File: src/rtl/hex_line_formatter.sv
// Formats one captured sample per line as uppercase ASCII hex plus a line terminator over a valid/ready byte stream.
// Optional "0x" line prefix is enabled by defining the macro HEX_PREFIX_EN.

module hex_to_ascii (
    input  logic [3:0] nibble,
    output logic [7:0] ascii
);

    // Map 0-9 onto '0'-'9' and 10-15 onto 'A'-'F'.
    always_comb begin
        if (nibble < 4'd10) begin
            ascii = 8'h30 + {4'h0, nibble};
        end else begin
            ascii = 8'h37 + {4'h0, nibble};
        end
    end

endmodule

module hex_line_formatter #(
    parameter int DATA_WIDTH = 16,
    parameter int EOL_CRLF   = 1
) (
    input  logic                  i_clk,
    input  logic                  i_rst,
    input  logic [DATA_WIDTH-1:0] i_data,
    input  logic                  i_valid,
    output logic                  o_ready,
    output logic [7:0]            o_tx_data,
    output logic                  o_tx_valid,
    input  logic                  i_tx_ready,
    output logic                  o_busy
);

    localparam int NIBBLES = DATA_WIDTH / 4;
    localparam int IDX_W   = (NIBBLES > 1) ? $clog2(NIBBLES) : 1;
    localparam logic [IDX_W-1:0] IDX_TOP = IDX_W'(NIBBLES - 1);

`ifdef HEX_PREFIX_EN
    typedef enum logic [2:0] {
        IDLE = 3'd0, HEX = 3'd1, CR = 3'd2, LF = 3'd3, P0 = 3'd4, P1 = 3'd5
    } state_t;
`else
    typedef enum logic [2:0] {
        IDLE = 3'd0, HEX = 3'd1, CR = 3'd2, LF = 3'd3
    } state_t;
`endif

    state_t                  state_r, state_s;
    logic [IDX_W-1:0]        index_r, index_s;
    logic [DATA_WIDTH-1:0]   capture_r, capture_s;
    logic                    ready_r;
    logic                    valid_r;
    logic                    accept_s;
    logic                    xfer_s;
    logic [DATA_WIDTH-1:0]   shifted_s;
    logic [3:0]              nibble_s;
    logic [7:0]              ascii_s;
    logic [7:0]              tx_data_s;

    assign accept_s = i_valid & ready_r;
    assign xfer_s   = valid_r & i_tx_ready;

    // Next-state, nibble index and capture logic; everything advances only on a byte transfer.
    always_comb begin
        state_s   = state_r;
        index_s   = index_r;
        capture_s = capture_r;
        case (state_r)
            IDLE: begin
                if (accept_s) begin
                    capture_s = i_data;
                    index_s   = IDX_TOP;
`ifdef HEX_PREFIX_EN
                    state_s   = P0;
`else
                    state_s   = HEX;
`endif
                end else begin
                    state_s   = IDLE;
                end
            end
`ifdef HEX_PREFIX_EN
            P0: begin
                if (xfer_s) begin
                    state_s = P1;
                end else begin
                    state_s = P0;
                end
            end
            P1: begin
                if (xfer_s) begin
                    state_s = HEX;
                end else begin
                    state_s = P1;
                end
            end
`endif
            HEX: begin
                if (xfer_s) begin
                    if (index_r != {IDX_W{1'b0}}) begin
                        index_s = index_r - IDX_W'(1'b1);
                    end else begin
                        state_s = (EOL_CRLF != 0) ? CR : LF;
                    end
                end else begin
                    state_s = HEX;
                end
            end
            CR: begin
                if (xfer_s) begin
                    state_s = LF;
                end else begin
                    state_s = CR;
                end
            end
            LF: begin
                if (xfer_s) begin
                    state_s = IDLE;
                end else begin
                    state_s = LF;
                end
            end
            default: begin
                state_s = IDLE;
            end
        endcase
    end

    // State, capture and handshake flags; reset is asynchronous so a line can be abandoned instantly.
    always_ff @(posedge i_clk or posedge i_rst) begin
        if (i_rst) begin
            state_r   <= IDLE;
            index_r   <= {IDX_W{1'b0}};
            capture_r <= {DATA_WIDTH{1'b0}};
            ready_r   <= 1'b1;
            valid_r   <= 1'b0;
        end else begin
            state_r   <= state_s;
            index_r   <= index_s;
            capture_r <= capture_s;
            ready_r   <= (state_s == IDLE);
            valid_r   <= (state_s != IDLE);
        end
    end

    // The outgoing byte is a pure decode of registered state, so it cannot move during back-pressure.
    assign shifted_s = capture_r >> {index_r, 2'b00};
    assign nibble_s  = shifted_s[3:0];

    hex_to_ascii u_hex_to_ascii (
        .nibble (nibble_s),
        .ascii  (ascii_s)
    );

    // Byte selection per line position.
    always_comb begin
        tx_data_s = 8'h00;
        case (state_r)
            HEX:     tx_data_s = ascii_s;
            CR:      tx_data_s = 8'h0D;
            LF:      tx_data_s = 8'h0A;
`ifdef HEX_PREFIX_EN
            P0:      tx_data_s = 8'h30;
            P1:      tx_data_s = 8'h78;
`endif
            default: tx_data_s = 8'h00;
        endcase
    end

    assign o_tx_data  = tx_data_s;
    assign o_tx_valid = valid_r;
    assign o_ready    = ready_r;
    assign o_busy     = ~ready_r;

endmodule

File: config.mk
export PLATFORM = sky130hd
export DESIGN_NAME = hex_line_formatter
export DESIGN_NICKNAME = d
export VERILOG_FILES = /design/src/rtl/hex_line_formatter.sv
export SDC_FILE = /design/constraint.sdc
export NUM_CORES = 1
export LEC_CHECK = 0
export CAP_MARGIN = 20
export CORE_ASPECT_RATIO = 1.5
export CORE_MARGIN = 3
export CORE_UTILIZATION = 25
export DETAILED_ROUTE_END_ITERATION = 12
export GPL_ROUTABILITY_DRIVEN = 0
export HOLD_SLACK_MARGIN = 0.12
export PLACE_DENSITY_LB_ADDON = 0.1
export REMOVE_ABC_BUFFERS = 1
export SYNTH_ARGS = -nofsm -noshare
export SYNTH_HDL_FRONTEND = slang
export SYNTH_HIERARCHICAL = 1
export SYNTH_SLANG_ARGS = --single-unit
File: constraint.sdc
create_clock -name i_clk -period 2.8 [get_ports i_clk]
set_clock_uncertainty 0.05 [all_clocks]
set_input_delay 0.7 -clock i_clk [delete_from_list [all_inputs] [get_ports i_clk]]
set_output_delay 0.7 -clock i_clk [all_outputs]
set_load 0.005 [all_outputs]
==> impl_metrics.env <==
export IMPL_area_growth_pct=41.4
export IMPL_grt_overflow=0
export IMPL_required_ns=2.05
export IMPL_dr_wl_met3_um=114
export IMPL_final_hold_violation_count=0
export IMPL_vias_per_cell=4.44
export IMPL_violations="negative setup slack"
export IMPL_ir_worst_vdd_v=0.000352
export IMPL_grt_pass1_vias=1008
export IMPL_rr_startpoint="state_r[1]"
export IMPL_period_share_pct=102
export IMPL_grt_max_degree=24
export IMPL_setup_viol_count_final=3
export IMPL_drc=0
export IMPL_endpoint="o_tx_data[2]"
export IMPL_h_tree_depth=1
export IMPL_final_common_cell="clkdlybuf4s50_1"
export IMPL_critical_path_class="flop to output pin"
export IMPL_layout_min_cycle_time_ns=2.85
export IMPL_fin_nets=180
export IMPL_outcome="complete, but fails checks"
export IMPL_numClockSinks=23
export IMPL_antenna_found_initial=0
export IMPL_ys_types=42
export IMPL_rrSetupSlack_ns=0.98
export IMPL_hpwl_mm=2.23
export IMPL_dieArea_mm2=0.00622
export IMPL_rr_worst_depth=4
export IMPL_cts_tree="built"
export IMPL_max_freq_mhz=351
export IMPL_post_drt_wl_per_cell_um=13.4
export IMPL_leakage_nw=0.818
export IMPL_dp_cells=213
export IMPL_cts_buffer_depth=2
export IMPL_slew_viol_final=0
export IMPL_fin_ws_ns=-0.0503
export IMPL_postRouteAntennaNets=0
export IMPL_hold_path_class="flop to flop"
export IMPL_io_pins=31
export IMPL_finalWirelength_mm=2.98
export IMPL_clk_pin_slew_ns=0.09
export IMPL_insertion_delay_ns=0.27
export IMPL_ys_seq_area_share_pct=43.6
export IMPL_core_mm2=0.00496
export IMPL_place_ws_ns=-0.191
export IMPL_die_h_um=95.1
export IMPL_synth_area_mm2=0.00132
export IMPL_cts_buffers=3
export IMPL_drv_cap=0
export IMPL_layout_common_cells="clkdlybuf4s50_1 (22), dfrtp_1 (21), buf_4 (12), mux2_4 (11), buf_6 (8)"
export IMPL_grt_pass1_wl_mm=4.75
export IMPL_wl_met2_mm=1.58
export IMPL_firstDrtPassIters=4
export IMPL_final_cells=223
export IMPL_die_width_um=65.4
export IMPL_p_per_area_mw_per_mm2=982
export IMPL_crit_path_end_kind="output pin"
export IMPL_cts_hold_fix_buffers=0
export IMPL_initialDrtViolationCount=33
export IMPL_syn_area_per_cell_um2=11.8
export IMPL_top_layer_used="met4"
export IMPL_row_count=31
export IMPL_worst_setup_path_start_kind="flop"
export IMPL_cp_max_fo=4
export IMPL_diodes=0
export IMPL_arrival_ns=2.10
export IMPL_reg2reg_to="capture_r[11]"
export IMPL_initial_core_util_pct=26.7
export IMPL_synthCells=112
export IMPL_drive_gt1_share_pct=42.0
export IMPL_io_buffers=29
export IMPL_ys_warn_count=6
export IMPL_rsz0062_at_grt="yes"
export IMPL_critPathLaunch="index_r[0]"
export IMPL_holdWs_ns=0.468
export IMPL_ys_seq_elements=23
export IMPL_grt_use_total_pct=9.84
export IMPL_dr_total_vias=991
export IMPL_clockRootBuffer="clkbuf_8"
export IMPL_wl_met1_mm=1.25
critical path, stage by stage, from the launching register on:
cell and delay, ns:
dfrtp_2 0.43, buf_6 0.11, mux4_2 0.51, inv_2 0.08
ha_4 0.13, nand2_2 0.05, mux2_4 0.29, nand2_2 0.06
a21oi_2 0.05, buf_2 0.12
metrics by stage:
stage / area (µm²) / utilization [%] / TNS, ns / total power, mW
6_report: 1870 / 37.7 / -0.0679 / 1.84
4_1_cts: 1860 / 37.5 / -0.159 / 1.81
3_5_place_dp: 1740 / 35.0 / -0.601 / 1.39
3_3_place_gp: 1740 / 35.0 / -0.390 / 1.37
5_1_grt: 1870 / 37.7 / -0.341 / 1.97
2_1_floorplan: 1260 / - / 0 / 1.03
cells by family (layout without fill, tap and decap cells):
kind of cell | after synthesis | after routing | synth area share [%]
compound gates | 20 | 20 | 10.1
xor+xnor | 1 | 1 | 0.662
fa+ha+maj | 2 | 2 | 1.89
buf+inv | 16 | 61 | 6.99
flops | 23 | 23 | 43.6
mux | 21 | 21 | 24.1
other cells | 2 | 2 | 0.567
simple gates | 27 | 27 | 12.1
where the power goes:
group	total [mW]	leakage, nW	internal [mW]	switching, mW
Clock	0.214	0.0217	0.101	0.114
Sequential	0.532	0.271	0.445	0.0875
Combinational	1.09	0.525	0.682	0.410
area by class of cell:
class / count / area [µm²]
Clock inverter: 1 / 7.51
Tap cell: 66 / 82.6
Timing Repair Buffer: 49 / 439
Multi-Input combinational cell: 73 / 693
Sequential cell: 23 / 578
Fill cell: 546 / 3090
Clock buffer: 3 / 41.3
Inverter: 8 / 30.0
how the worst min path moves through the flow:
stage	startpoint	endpoint	slack (ns)	depth (start not counted)
after CTS	capture_r[7]	capture_r[7]	0.47	1
final	capture_r[15]	capture_r[15]	0.47	1
after global routing	capture_r[14]	capture_r[14]	0.49	1
after floorplan	capture_r[10]	capture_r[10]	0.43	1
after global placement	capture_r[11]	capture_r[11]	0.45	1
after detailed placement	capture_r[7]	capture_r[7]	0.45	1
synth_stat cells (all sizes together):
| cell | number | share of area [%] |
|---|---|---|
| a211o | 1 | 0.66 |
| a211oi | 1 | 0.57 |
| a21bo | 1 | 0.76 |
| a21oi | 8 | 3.0 |
| a311oi | 2 | 1.3 |
| a31oi | 1 | 0.47 |
| a32oi | 1 | 0.66 |
| and2 | 4 | 1.9 |
| and2b | 1 | 0.57 |
| and3 | 1 | 0.47 |
| and3b | 1 | 0.66 |
| and4 | 1 | 0.85 |
| buf | 5 | 3.9 |
| clkbuf | 3 | 0.85 |
| conb | 2 | 0.57 |
| dfrtp | 22 | 42 |
| dfstp | 1 | 2.0 |
| ha | 2 | 1.9 |
| inv | 8 | 2.3 |
| mux2 | 17 | 17 |
| mux4 | 4 | 6.8 |
| nand2 | 4 | 1.3 |
| nand2b | 1 | 0.47 |
| nand3b | 1 | 0.57 |
| nand4 | 2 | 0.95 |
| nor2 | 4 | 1.1 |
| nor2b | 4 | 1.9 |
| nor3 | 2 | 0.76 |
| nor3b | 1 | 0.57 |
| o21a | 1 | 0.57 |
| o21ai | 2 | 0.76 |
| o311a | 1 | 0.76 |
| o31ai | 1 | 0.57 |
| xnor2 | 1 | 0.66 |
registers in the layout, indices dropped and copies added, names as in the netlist:
| signal | flops |
|---|---|
| capture_r | 16 |
| state_r | 3 |
| index_r | 2 |
| o_ready | 1 |
| o_tx_valid | 1 |
repair_timing:
action | in CTS | in global routing
pin swaps | 6 | 4
buffers inserted | 6 | 0
cloned | 0 | 0
setup endpoints to repair | 7 | 6
gates resized for setup | 35 | 9
per-layer routing:
layer / vias to the layer above / track usage [%]
li1: 482 / -
met1: 490 / 12.0
met2: 17 / 17.2
met3: 2 / 1.77
met4: 0 / 3.63
met5: - / 0
Power figures use the tool's default switching activity.
